**config.mk**
```make
export PLATFORM = sky130hd
export DESIGN_NAME = soc_cycle_counter_ctrl_flat
export DESIGN_NICKNAME = d
export VERILOG_FILES = /design/src/rtl/soc_cycle_counter_pkg.sv /design/src/rtl/soc_cycle_counter_if.sv /design/src/rtl/soc_cycle_counter_prescaler.sv /design/src/rtl/soc_cycle_counter_ctrl.sv /design/src/flat_wrapper.sv
export SDC_FILE = /design/constraint.sdc
export NUM_CORES = 1
export LEC_CHECK = 0
export ABC_AREA = 1
export CORE_MARGIN = 3
export CORE_UTILIZATION = 47
export DETAILED_ROUTE_END_ITERATION = 7
export PLACE_DENSITY = 0.73
export SYNTH_ARGS = -nofsm -noshare
export SYNTH_HDL_FRONTEND = slang
export SYNTH_SLANG_ARGS = --single-unit
```
**constraint.sdc**
```tcl
create_clock -name i_clk -period 6.22 [get_ports i_clk]
set_clock_uncertainty 0.2 [all_clocks]
set_input_delay 0.622 -clock i_clk [delete_from_list [all_inputs] [get_ports i_clk]]
set_output_delay 0.622 -clock i_clk [all_outputs]
set_load 0.02 [all_outputs]
```
**src/rtl/soc_cycle_counter_pkg.sv**
```systemverilog
// Shared definitions for the SoC cycle counter controller.
// Holds the register map byte offsets, the CTRL/STATUS bit positions, the CTRL
// register layout and a helper that turns a bus byte address into a word offset.
package soc_cycle_counter_pkg;

  // Register byte offsets on the peripheral bus.
  localparam logic [4:0] CTRL_OFF   = 5'h00;
  localparam logic [4:0] STATUS_OFF = 5'h04;
  localparam logic [4:0] CNT_LO_OFF = 5'h08;
  localparam logic [4:0] CNT_HI_OFF = 5'h0C;
  localparam logic [4:0] CMP_LO_OFF = 5'h10;
  localparam logic [4:0] CMP_HI_OFF = 5'h14;
  localparam logic [4:0] PRESC_OFF  = 5'h18;

  // Register field positions.
  localparam int unsigned CTRL_EN_BIT     = 0;
  localparam int unsigned CTRL_IE_BIT     = 1;
  localparam int unsigned STATUS_PEND_BIT = 0;

  typedef struct packed {
    logic ie;  // bit 1
    logic en;  // bit 0
  } ctrl_reg_t;

  // Byte lanes within a word are ignored.
  function automatic logic [4:0] word_off(input logic [4:0] addr);
    return {addr[4:2], 2'b00};
  endfunction

endpackage

```
**src/rtl/soc_cycle_counter_if.sv**
```systemverilog
// Peripheral bus bundle for the cycle counter controller.
//   req    : request strobe, accepted every cycle
//   we     : 1 = write, 0 = read
//   addr   : byte offset, bits [1:0] ignored
//   wdata  : write data
//   rdata  : read data, valid with rvalid (0 otherwise)
//   rvalid : response strobe, one cycle after each request
// master drives the request side, slave (the controller) drives the response.
interface soc_cycle_counter_if;
  logic        req;
  logic        we;
  logic [4:0]  addr;
  logic [31:0] wdata;
  logic [31:0] rdata;
  logic        rvalid;

  modport master (
    output req, we, addr, wdata,
    input  rdata, rvalid
  );

  modport slave (
    input  req, we, addr, wdata,
    output rdata, rvalid
  );
endinterface

```
**src/rtl/soc_cycle_counter_prescaler.sv**
```systemverilog
// Prescaler for the cycle counter.
// Counts enabled cycles and emits a one-cycle tick each time the internal
// counter matches the programmed divide value, then restarts from zero.
//   i_clk    : clock
//   i_rst_n  : synchronous active-low reset
//   i_en     : counting enabled (CTRL.EN)
//   i_sleep  : freezes the prescaler while high
//   i_presc  : divide value; a tick every i_presc+1 enabled cycles
//   i_clr    : clears the prescaler counter (PRESC register write)
//   o_tick   : pulse that advances the main count
module soc_cycle_counter_prescaler
  import soc_cycle_counter_pkg::*;
#(
  parameter int unsigned PRESC_W = 16
) (
  input  logic               i_clk,
  input  logic               i_rst_n,
  input  logic               i_en,
  input  logic               i_sleep,
  input  logic [PRESC_W-1:0] i_presc,
  input  logic               i_clr,
  output logic               o_tick
);

  logic [PRESC_W-1:0] pcnt_q, pcnt_d;
  logic               run;

  assign run = i_en & ~i_sleep;

  always_comb begin
    o_tick = run && (pcnt_q == i_presc);
    pcnt_d = pcnt_q;
    if (i_clr) begin
      pcnt_d = '0;
    end else if (run) begin
      pcnt_d = o_tick ? '0 : pcnt_q + {{(PRESC_W-1){1'b0}}, 1'b1};
    end
  end

  always_ff @(posedge i_clk) begin
    if (!i_rst_n) begin
      pcnt_q <= '0;
    end else begin
      pcnt_q <= pcnt_d;
    end
  end

endmodule

```
**src/rtl/soc_cycle_counter_ctrl.sv**
```systemverilog
// Memory-mapped controller for the SoC 64-bit cycle counter.
// Software enables counting, preloads either half of the count, programs a
// prescaler and a 64-bit compare value, and reads the count as a coherent
// pair: reading CNT_LO captures the upper word into a shadow returned by a
// later CNT_HI read. count >= compare sets a sticky PEND flag.
//   i_clk    : clock
//   i_rst_n  : synchronous active-low reset
//   i_sleep  : freezes prescaler and count while high
//   bus      : peripheral bus (slave side)
//   o_mcycle : current count, straight from the count register
//   o_irq    : registered PEND & IE
module soc_cycle_counter_ctrl
  import soc_cycle_counter_pkg::*;
#(
  parameter int unsigned PRESC_W = 16,
  parameter logic [63:0] CMP_RST = 64'hFFFF_FFFF_FFFF_FFFF
) (
  input  logic                 i_clk,
  input  logic                 i_rst_n,
  input  logic                 i_sleep,
  soc_cycle_counter_if.slave   bus,
  output logic [63:0]          o_mcycle,
  output logic                 o_irq
);

  ctrl_reg_t          ctrl_q, ctrl_d;
  logic               pend_q, pend_d;
  logic [PRESC_W-1:0] presc_q, presc_d;
  logic [63:0]        cnt_q, cnt_d;
  logic [63:0]        cmp_q, cmp_d;
  logic [31:0]        shadow_q, shadow_d;
  logic [31:0]        rdata_q, rdata_d;
  logic               rvalid_q;
  logic               irq_q;

  logic               wr_en, rd_en;
  logic [4:0]         off;
  logic               presc_clr;
  logic               tick;
  logic               unused_addr;

  assign wr_en       = bus.req & bus.we;
  assign rd_en       = bus.req & ~bus.we;
  assign off         = word_off(bus.addr);
  assign unused_addr = ^bus.addr[1:0];

  soc_cycle_counter_prescaler #(
    .PRESC_W (PRESC_W)
  ) u_prescaler (
    .i_clk   (i_clk),
    .i_rst_n (i_rst_n),
    .i_en    (ctrl_q.en),
    .i_sleep (i_sleep),
    .i_presc (presc_q),
    .i_clr   (presc_clr),
    .o_tick  (tick)
  );

  // Register writes and read data mux.
  always_comb begin
    ctrl_d    = ctrl_q;
    presc_d   = presc_q;
    cmp_d     = cmp_q;
    shadow_d  = shadow_q;
    rdata_d   = '0;
    presc_clr = 1'b0;

    if (wr_en) begin
      case (off)
        CTRL_OFF: begin
          ctrl_d.en = bus.wdata[CTRL_EN_BIT];
          ctrl_d.ie = bus.wdata[CTRL_IE_BIT];
        end
        CMP_LO_OFF: cmp_d[31:0]  = bus.wdata;
        CMP_HI_OFF: cmp_d[63:32] = bus.wdata;
        PRESC_OFF: begin
          presc_d   = bus.wdata[PRESC_W-1:0];
          presc_clr = 1'b1;
        end
        default: ;
      endcase
    end

    if (rd_en) begin
      case (off)
        CTRL_OFF: begin
          rdata_d[CTRL_EN_BIT] = ctrl_q.en;
          rdata_d[CTRL_IE_BIT] = ctrl_q.ie;
        end
        STATUS_OFF: rdata_d[STATUS_PEND_BIT] = pend_q;
        CNT_LO_OFF: begin
          rdata_d  = cnt_q[31:0];
          shadow_d = cnt_q[63:32];
        end
        CNT_HI_OFF: rdata_d = shadow_q;
        CMP_LO_OFF: rdata_d = cmp_q[31:0];
        CMP_HI_OFF: rdata_d = cmp_q[63:32];
        PRESC_OFF:  rdata_d[PRESC_W-1:0] = presc_q;
        default: ;
      endcase
    end
  end

  // A preload replaces one half and drops the same-cycle increment entirely,
  // so no carry leaks into or out of the written half.
  always_comb begin
    cnt_d = tick ? cnt_q + 64'd1 : cnt_q;
    if (wr_en && (off == CNT_LO_OFF)) begin
      cnt_d = {cnt_q[63:32], bus.wdata};
    end else if (wr_en && (off == CNT_HI_OFF)) begin
      cnt_d = {bus.wdata, cnt_q[31:0]};
    end
  end

  // Level-sensitive set beats a simultaneous write-1-to-clear.
  always_comb begin
    pend_d = pend_q;
    if (wr_en && (off == STATUS_OFF) && bus.wdata[STATUS_PEND_BIT]) begin
      pend_d = 1'b0;
    end
    if (cnt_q >= cmp_q) begin
      pend_d = 1'b1;
    end
  end

  always_ff @(posedge i_clk) begin
    if (!i_rst_n) begin
      ctrl_q   <= '0;
      pend_q   <= 1'b0;
      presc_q  <= '0;
      cnt_q    <= '0;
      cmp_q    <= CMP_RST;
      shadow_q <= '0;
      rdata_q  <= '0;
      rvalid_q <= 1'b0;
      irq_q    <= 1'b0;
    end else begin
      ctrl_q   <= ctrl_d;
      pend_q   <= pend_d;
      presc_q  <= presc_d;
      cnt_q    <= cnt_d;
      cmp_q    <= cmp_d;
      shadow_q <= shadow_d;
      rdata_q  <= rdata_d;
      rvalid_q <= bus.req;
      irq_q    <= pend_q & ctrl_q.ie;
    end
  end

  assign bus.rdata  = rdata_q;
  assign bus.rvalid = rvalid_q;
  assign o_mcycle   = cnt_q;
  assign o_irq      = irq_q;

endmodule

```
**src/flat_wrapper.sv**
```systemverilog
// flat-port wrapper written by rule: the top's interface ports become plain ports
module soc_cycle_counter_ctrl_flat import soc_cycle_counter_pkg::*;
#(
  parameter int unsigned PRESC_W = 16,
  parameter logic [63:0] CMP_RST = 64'hFFFF_FFFF_FFFF_FFFF
)
  (i_clk, i_rst_n, i_sleep, o_mcycle, o_irq, bus_req, bus_we, bus_addr, bus_wdata, bus_rdata, bus_rvalid);
  soc_cycle_counter_if bus_i ();
  input  logic i_clk;
  input  logic i_rst_n;
  input  logic i_sleep;
  output logic [63:0] o_mcycle;
  output logic o_irq;
  input wire logic [$bits(bus_i.req)-1:0] bus_req;
  input wire logic [$bits(bus_i.we)-1:0] bus_we;
  input wire logic [$bits(bus_i.addr)-1:0] bus_addr;
  input wire logic [$bits(bus_i.wdata)-1:0] bus_wdata;
  output wire logic [$bits(bus_i.rdata)-1:0] bus_rdata;
  output wire logic [$bits(bus_i.rvalid)-1:0] bus_rvalid;
  assign bus_i.req = bus_req;
  assign bus_i.we = bus_we;
  assign bus_i.addr = bus_addr;
  assign bus_i.wdata = bus_wdata;
  assign bus_rdata = bus_i.rdata;
  assign bus_rvalid = bus_i.rvalid;
  soc_cycle_counter_ctrl #(.PRESC_W(PRESC_W), .CMP_RST(CMP_RST)) u_core (.i_clk(i_clk), .i_rst_n(i_rst_n), .i_sleep(i_sleep), .bus(bus_i), .o_mcycle(o_mcycle), .o_irq(o_irq));
endmodule
```
======== Yosys cells after proc, flatten, opt, wreduce, memory -nomap -nowiden ========
Index checks and enable logic that the tools add are counted.
word-level totals
  flip-flop bits (word level) ............. 229
  bits in latches ......................... 0
  RAM bits ................................ 0
  ROM bits ................................ 0
  input bits .............................. 42
  output and inout port bits .............. 98
  word-level logic and storage cells ...... 62
  memories ................................ 0
cells by class
  add/subtract/negate cells ............... 2
  multipliers ............................. 0
  div/mod/pow operators ................... 0
  magnitude comparators ................... 1
  equal/unequal tests ..................... 8
  shift operators ......................... 0
  muxes and demuxes ....................... 12
  bitwise gates (word level) .............. 8
  reduce and logical (&&, ||, !) cells .... 18
operator list
  kind                                                                      number
  64-bit 2-to-1 mux                                                         2
  14-bit case mux with 5 select lines                                       1
  64-bit by 1-bit adder with 64-bit output (second input constant)          1
  64-bit >= comparator                                                      1
  16-bit case mux with 4 select lines                                       1
  32-bit 2-to-1 mux                                                         1
  16-bit by 1-bit adder with 16-bit output (second input constant)          1
  16-bit equality test                                                      1
  16-bit 2-to-1 mux                                                         1
  2-bit AND reduction                                                       8
  3-bit equality test (second input constant)                               3
  1-bit case mux with 7 select lines                                        1
  3-bit by 2-bit equality test with 1-bit output (second input constant)    2
  1-bit case mux with 6 select lines                                        1
  2-bit nonzero test                                                        3
  1-bit logical AND                                                         5
  5-bit logical NOT                                                         1
  1-bit AND                                                                 4
  1-bit 2-to-1 mux                                                          4
  1-bit NOT                                                                 4
  3-bit by 1-bit equality test with 1-bit output (second input constant)    1
  2-bit by 1-bit inequality test with 1-bit output (second input constant)  1
  2-bit OR reduction                                                        1

======== Depth between registers and ports, before layout ========
Gate-level depths: netlist of run 1.
  depth in word-level cells ............... 6
  gate-level depth with buffers ........... 13

======== Modules after synthesis ========
Synthesis of run 1 repeated with hierarchy kept, for this count alone.
second synthesis, totals
  cell total of the unflattened synthesis .. 1973
  area, all modules ....................... 13347.8 sq um
modules (own cells, without submodules)
  module                       instances  cells each  area each (sq um)
  soc_cycle_counter_ctrl       1          1767        12152.9
  soc_cycle_counter_prescaler  1          206         1194.9

======== Least setup slack after synthesis of run 1 ========
Ideal clock, no wire load.
  kind .................................... in2reg
  from .................................... input bus_addr[4]
  to ...................................... register u_core.cnt_q[30] (netlist: u_core.o_mcycle[30])
  library setup time ...................... 132 ps
  data arrival time ....................... 1907 ps
  path slack .............................. 3981 ps
  cell stages on the path ................. 12
  cell sequence ........................... inv_2 -> nand2_1 -> nor2_2 -> inv_2 -> nor2_4 -> inv_2 -> nand4_1 -> nand2_1 -> buf_2 -> buf_4 -> nand2_1 -> a21oi_1
between the ends
  word-level cells in the longest chain between the ends .. 4
  elaborated cells on any way between the ends .. 8
  those cells by class .................... eq/ne (3); mux (1); reduce/logical (4)
ends and longest elaborated chain
  item                                                                                                     RTL line                                                      text
  start: declaration                                                                                       flat_wrapper.sv:16                                            input wire logic [$bits(bus_i.addr)-1:0] bus_addr;
  3-bit by 2-bit equality test with 1-bit output, on equally long branches                                 soc_cycle_counter_ctrl.sv:110, soc_cycle_counter_ctrl.sv:108
  1-bit logical AND, on equally long branches                                                              soc_cycle_counter_ctrl.sv:110, soc_cycle_counter_ctrl.sv:108
  2-bit by 1-bit inequality test with 1-bit output (no line) / 2-bit nonzero test (equally long branches)  -
  2-bit AND reduction (no line)                                                                            -
  end signal: assignment                                                                                   soc_cycle_counter_ctrl.sv:141                                 cnt_q <= cnt_d;
  end: declaration                                                                                         soc_cycle_counter_ctrl.sv:29                                  logic [63:0] cnt_q, cnt_d;
Parallel ways exist; a longest one is shown, timed or not.
A chain may end at the register's enable or synchronous reset.

======== Worst setup path in the final report of run 1 ========
  from .................................... input bus_addr[4]
  to ...................................... register u_core.cnt_q[55] (netlist: u_core.o_mcycle[55])
between the ends
  word-level cells in the longest chain between the ends .. 4
  elaborated cells on any way between the ends .. 8
  those cells by class .................... eq/ne (2); mux (1); bitwise (1); reduce/logical (4)
ends and longest elaborated chain
  item                                                                      RTL line
  3-bit by 2-bit equality test with 1-bit output, on equally long branches  soc_cycle_counter_ctrl.sv:110, soc_cycle_counter_ctrl.sv:108
  1-bit logical AND, on equally long branches                               soc_cycle_counter_ctrl.sv:110, soc_cycle_counter_ctrl.sv:108
  2-bit nonzero test (no line) / 1-bit NOT (equally long branches)          -
  2-bit AND reduction (no line)                                             -
Parallel ways exist; a longest one is shown, timed or not. The select of a mux whose other input is x is not followed.

==> results of run 1 <==
-- final cells by class --
cell class | count | area [um^2]
clock buffer | 40 | 804.5
clock inverter | 4 | 38.79
fill | 2685 | 11590
inverter | 243 | 913.4
multi-input combinational | 1464 | 7357
sequential | 229 | 4584
tap | 372 | 465.4
timing repair buffer | 155 | 1501
-- cells in the mapped netlist, types with 2 or more instances --
cell | count | area, um^2
o22ai_1 | 42 | 262.8
nand3b_1 | 5 | 37.54
o31ai_1 | 4 | 30.03
nor3b_1 | 4 | 30.03
buf_1 | 5 | 18.77
nor2_4 | 4 | 45.04
clkbuf_1 | 64 | 240.2
a21boi_0 | 2 | 15.01
and2_1 | 2 | 12.51
a21oi_1 | 219 | 1096
inv_1 | 234 | 878.3
a32o_1 | 2 | 20.02
o21a_1 | 3 | 22.52
a31oi_1 | 2 | 12.51
nand4_1 | 29 | 181.4
nor4_1 | 2 | 12.51
nor3_1 | 20 | 100.1
nor2_2 | 3 | 18.77
ha_1 | 66 | 825.8
o211ai_1 | 6 | 45.04
o221ai_1 | 2 | 17.52
nand3_1 | 135 | 675.7
dfxtp_1 | 229 | 4584
o21ai_0 | 178 | 890.9
nor2_1 | 222 | 833.3
xor2_1 | 5 | 43.79
clkinv_1 | 3 | 11.26
buf_4 | 2 | 15.01
buf_2 | 13 | 65.06
inv_2 | 6 | 22.52
a211oi_1 | 6 | 45.04
a221oi_1 | 26 | 227.7
nand2_1 | 460 | 1727
or2_2 | 9 | 56.30
-- registers in the layout, summed over array words and instances, names as in the netlist --
| register | flops |
|---|---|
| u_core.cmp_q | 64 |
| u_core.o_mcycle | 64 |
| u_core.bus.rdata | 32 |
| u_core.shadow_q | 32 |
| u_core.presc_q | 16 |
| u_core.u_prescaler.pcnt_q | 16 |
| u_core.ctrl_q | 2 |
| u_core.bus.rvalid | 1 |
| u_core.o_irq | 1 |
| u_core.pend_q | 1 |
-- worst paths after layout --
check	start	cells past startpoint	slack, ps	endpoint
setup reg to reg	u_core.o_mcycle[15]$_SDFFE_PN0P_	9	2950	u_core.o_mcycle[47]$_SDFFE_PN0P_
hold reg to reg	u_core.pend_q$_SDFFE_PN0P_	2	260	u_core.o_irq$_SDFF_PN0_
hold / removal	u_core.pend_q$_SDFFE_PN0P_	2	260	u_core.o_irq$_SDFF_PN0_
setup / recovery	bus_addr[4]	10	1570	u_core.o_mcycle[55]$_SDFFE_PN0P_
-- power breakdown --
part	switching (mW)	leakage, nW	internal, mW
Clock	0.649	0.418	0.888
Sequential	0.0109	1.85	1.49
Combinational	0.152	4.31	0.0769
Total	0.813	6.58	2.45
-- placed cells by master, fill, tap and decap left out, types with 3 or more instances in the layout --
| master | instances |
|---|---|
| a211oi_1 | 6 |
| a21oi_1 | 219 |
| a221oi_1 | 26 |
| buf_4 | 18 |
| clkbuf_1 | 5 |
| clkbuf_16 | 27 |
| clkbuf_8 | 8 |
| clkdlybuf4s50_1 | 136 |
| clkinv_1 | 3 |
| clkinv_2 | 3 |
| dfxtp_1 | 229 |
| ha_1 | 66 |
| inv_1 | 233 |
| inv_2 | 6 |
| nand2_1 | 460 |
| nand3_1 | 135 |
| nand3b_1 | 5 |
| nand4_1 | 29 |
| nor2_1 | 219 |
| nor2_2 | 4 |
| nor2_4 | 6 |
| nor3_1 | 20 |
| nor3b_1 | 4 |
| o211ai_1 | 6 |
| o21a_1 | 3 |
| o21ai_0 | 178 |
| o22ai_1 | 42 |
| o31ai_1 | 4 |
| or2_2 | 9 |
| xor2_1 | 5 |
-- worst register-to-register path, stage by stage, from the launching register on --
cell,delay (ps)
dfxtp_1,580
nand2_1,260
nor2_1,510
nand2_1,290
nor2_1,260
nand2_1,180
o31ai_1,600
nand3_1,140
nand2_1,90
nor2_1,50
-- layer usage --
metal  track usage [%]  part of all wire [%]  vias to the layer above
li1                  -                     -                     6925
met5                 0                     0                        -
met1             43.67                    41                     6689
met4             16.52                   5.5                        0
met3             4.731                   8.2                      164
met2             54.65                    45                      745
-- metrics by stage --
step,cells,util [%]
2_1_floorplan,2020,-
3_3_place_gp,2463,54.39
3_5_place_dp,2463,54.39
4_1_cts,2507,57.48
5_1_grt,2507,57.48
6_report,2507,57.48
-- cell families after synthesis --
group	after synthesis	share of synthesized area (%)
XOR/XNOR	6	0.3991
adder cells (fa/ha/maj)	66	6.271
buffers and inverters	327	9.502
AO/OA/AOI/OAI	497	20.69
flip-flops	229	34.82
AND/OR/NAND/NOR	895	28.33
==> metrics.txt, run 1 <==
largest net degree at the start of global routing=67; RSZ-0062 raised after global routing=no; grt total ovfl=0; post-DR vias/cell=a little under 6; Area growth syn-to-layout=18.97%; Mapped Cells=2,020; final net count=2,228; PwrDens=208.5 nW/um^2; WP buf/inv=4; Least-Margin Pin Slew=1391 ps; Worst VDD drop=0.2399 mV; kind of critical path=in2reg; post-route DRC violation count=0; Skew-Pair Late Insertion Delay=roughly 560 ps; Critical Path Max Stage Delay=around 1100 ps; H-Tree Depth=1; core area=27,250 um^2; FP Rows=60; Die X=approximately 170 um; drt pass-1 iters=6; IO Port Bufs=137; vias=14,520; routed length per instance=20.91 um; Top-Level Pins=140; post-DP HPWL=38,750 um; critical path endpoint category=flip-flop; Synth cell types=40; Global Route Usage Sum=33.57%; final worst path period share=about three quarters; critical path launch point type=primary input; Clock Pin Slew Worst Setup and Hold Paths=60 ps; Post-synth EDFFs=0; gpl congestion=about 1.0; final hold violations=0; initial antenna violation count=0; Resize count post-CTS=0; TNS Setup=0 ps; Inserted Clock Buffers=27; Critical Path RT=roughly 6500 ps; Worst Path Arrival=4930 ps; crit path max fanout=21; Clock Sinks=229; CTS tree=built; Ant. Diodes=0; Leakage=6.579 nW; Max Cap Viol=0; total power=3.266 mW; max-slew violations=0; syn_nets=2,128; CP delay by family, top=simple AND/OR/NAND/NOR gates; Synth warnings=0; Detailed Route Iter0 Violations=1,406; post-layout min period=4651 ps; Max Root-Sink Buffers=3; clk root buf=clkbuf_16; Hold WS=262.3 ps; global-route wire length before repair=roughly 80,000 um; Syn Area/Cell=~6.5 um^2; achievable frequency=between 200 and 250 MHz; synthesized flop and latch total=229; ANT nets after route=0; pre-CTS setup slack=roughly 1100 ps; vias in the first global route=13,700; Starting Density=48.32%; finished layout cell area=15,670 um^2; Post-CTS Setup Repair Bufs=0; Seq/Total Area, Yosys=34.82%; worst min path class=reg2reg; status=finished clean; crit path cell chain=clkdlybuf4s50_1 > inv_2 > nand2_1 > nor2_2 > inv_1 > nor2_1 > inv_1 > nand2_1 > nand2_1 > a21oi_1; ys flop type=dfxtp_1; total wire length=52,430 um; FFs w/ async S/R, synth=0%; cell area after synthesis=13,170 um^2; Finish-stage setup viols=0; most frequent CP cell=nand2_1; DIE AREA=about 30,000 um^2; dpl cell area=14,820 um^2; Relative slew margins=roughly 7.1%; final setup margin=around 1600 ps; Worst path slowest cell=nor2_2; proportion of layout cells with a drive suffix above 1=3.981%; chip height=around 170 um; Hold-fix buffers, CTS=0
No activity file was read; power rests on OpenSTA's default activity.
==> run 2, diff against run 1 <==
- clock period: 6.22 -> 4.45 ns (I/O delays scaled with it)
==> run 2 against run 1 <==
  * Sequential share of layout area fell by 0.21 points
  * First-iteration DRC count rose by 11%
  * Global-route usage rose by 0.80 points
  * Count of clock-buffer cells in the layout fell by 2
  * Combinational power rose by 41%
  * Sequential power rose by 40%
  * Register-to-register slack got worse by 1600 ps
  * Via count rose by 0.85%
  * Wire length rose by 2.1%
==> metrics.txt, run 2 (synthesized netlist as in run 1, its figures left out) <==
Critical Path Max Stage Delay=530 ps (-520 ps); total wire length=53,540 um (+2.1%); drt pass-1 iters=6 (unchanged); Ant. Diodes=0 (unchanged); vias in the first global route=13,690 (-0.10%); worst min path class=in2reg; Max Cap Viol=0 (unchanged); proportion of layout cells with a drive suffix above 1=4.427% (+0.45 points); final hold violations=0 (unchanged); achievable frequency=approximately 320 MHz; post-DR vias/cell=5.817 (+0.41%); Fill cells=2,701 (+0.60%); Finish-stage setup viols=0 (unchanged); Least-Margin Pin Slew=978.6 ps (-412.8 ps); final setup margin=1286 ps (-283.6 ps); Starting Density=48.32% (unchanged); RSZ-0062 raised after global routing=no; gpl congestion=1.023 (-1.4%); Clock Sinks=229 (unchanged); Die X=173.4 um (unchanged); Clock Pin Slew Worst Setup and Hold Paths=60 ps (about the same); Relative slew margins=34.36% (+27 points); WP buf/inv=6 (+2); initial antenna violation count=0 (unchanged); final net count=2,236 (+0.36%); Inserted Clock Buffers=26 (-3.7%); post-route DRC violation count=0 (unchanged); Detailed Route Iter0 Violations=1,562 (+11%); Global Route Usage Sum=34.37% (+0.80 points); finished layout cell area=15,780 um^2 (+0.71%); post-DP HPWL=40,270 um (+3.9%); status=finished clean; largest net degree at the start of global routing=62 (-7.5%); Leakage=6.629 nW (+0.76%); Worst path slowest cell=nand2_1; critical path endpoint category=flip-flop; Hold-fix buffers, CTS=0 (unchanged); CP delay by family, top=buffers and inverters; PwrDens=292.0 nW/um^2 (+40%); most common cell after layout, fill and taps aside=nand2_1; IO Port Bufs=137 (unchanged); core area=27,250 um^2 (unchanged); post-layout min period=3164 ps; FP Rows=60 (unchanged); TNS Setup=0 ps (unchanged); dpl cell area=14,910 um^2 (+0.62%); most frequent cells in the layout=nand2_1, inv_1, dfxtp_1; vias=14,650 (+0.85%); Top-Level Pins=140 (unchanged); final worst path period share=between 70% and 80%; clk root buf=clkbuf_16; DIE AREA=30,060 um^2 (unchanged); chip height=173.4 um (unchanged); Skew-Pair Late Insertion Delay=540 ps (-20 ps); total power=4.606 mW (+41%); Critical Path RT=4710 ps (-1790 ps); Post-CTS Setup Repair Bufs=0 (unchanged); Resize count post-CTS=0 (unchanged); critical path launch point type=primary input; max-slew violations=0 (unchanged); crit path cell chain=clkdlybuf4s50_1 > inv_2 > nand2_1 > nor2_2 > inv_1 > nor2_1 > inv_1 > buf_4 > nand2_1 > buf_4 > o21ai_0 > a21oi_1; ANT nets after route=0 (unchanged); pre-CTS setup slack=820.1 ps (-310.2 ps); crit path max fanout=22 (+4.8%); Area growth syn-to-layout=19.81%; Worst VDD drop=0.2696 mV (+12%); Worst Path Arrival=3430 ps (-1500 ps); CTS tree=built; grt total ovfl=0 (unchanged); Max Root-Sink Buffers=3 (unchanged); routed length per instance=21.26 um (+1.7%); H-Tree Depth=1 (unchanged); global-route wire length before repair=81,270 um (+1.7%); kind of critical path=in2reg
## run 2: final timing paths
| check | from | to | slack (ps) | cells after the start |
|---|---|---|---|---|
| worst max-delay path | bus_addr[4] | u_core.o_mcycle[10]$_SDFFE_PN0P_ | 1290 | 12 |
| worst max register to register | u_core.ctrl_q[0]$_SDFFE_PN0P_ | u_core.o_mcycle[54]$_SDFFE_PN0P_ | 1340 | 11 |
| worst min-delay path | i_rst_n | u_core.presc_q[0]$_SDFFE_PN0P_ | 120 | 5 |
| worst min register to register | u_core.cmp_q[4]$_SDFFE_PN1P_ | u_core.bus.rdata[4]$_SDFF_PN0_ | 270 | 2 |
## run 2: routing by layer
metal / vias to the layer above / wire length [um] / GRT usage, % / share of wire [%]
met5: - / 0 / 0 / 0
met4: 0 / 2668 / 15.37 / 5.0
met3: 142 / 4416 / 4.796 / 8.2
met2: 778 / 24600 / 57.03 / 46
met1: 6779 / 21850 / 44.49 / 41
li1: 6948 / - / - / -
## run 2: cell type report
type | instances | area (um^2) | share of cell area [%]
Clock buffer | 38 | 767.0 | 4.862
Inverter | 243 | 913.4 | 5.790
Clock inverter | 8 | 95.09 | 0.6027
Timing Repair Buffer | 164 | 1594 | 10.10
Sequential cell | 229 | 4584 | 29.06
Tap cell | 372 | 465.4 | 2.950
Multi-Input combinational cell | 1464 | 7357 | 46.63
## run 2: worst register-to-register path: stages (launching register included)
cell and delay (ps):
dfxtp_1 490, inv_1 200, nor2_4 210, nand2_1 70, nor2_1 90, nand2_1 50
nor2_1 160, nand3_1 290, nand2_1 270, nand2_1 590, nand2_1 260, a21oi_1 80
## run 2: stage by stage
stage	util [%]	hold slack [ps]	std cells
finish	57.89	116.7	2518
detailed placement	54.73	265.2	2472
global placement	54.73	258.7	2472
global route	57.89	137.0	2518
floorplan	-	226.3	2020
CTS	57.89	100.3	2518
## run 2: power by group
part / switching (mW) / total [mW] / internal [mW]
Clock: 0.885 / 2.19 / 1.30
Sequential: 0.0160 / 2.10 / 2.08
Combinational: 0.213 / 0.323 / 0.110
Total: 1.11 / 4.61 / 3.49
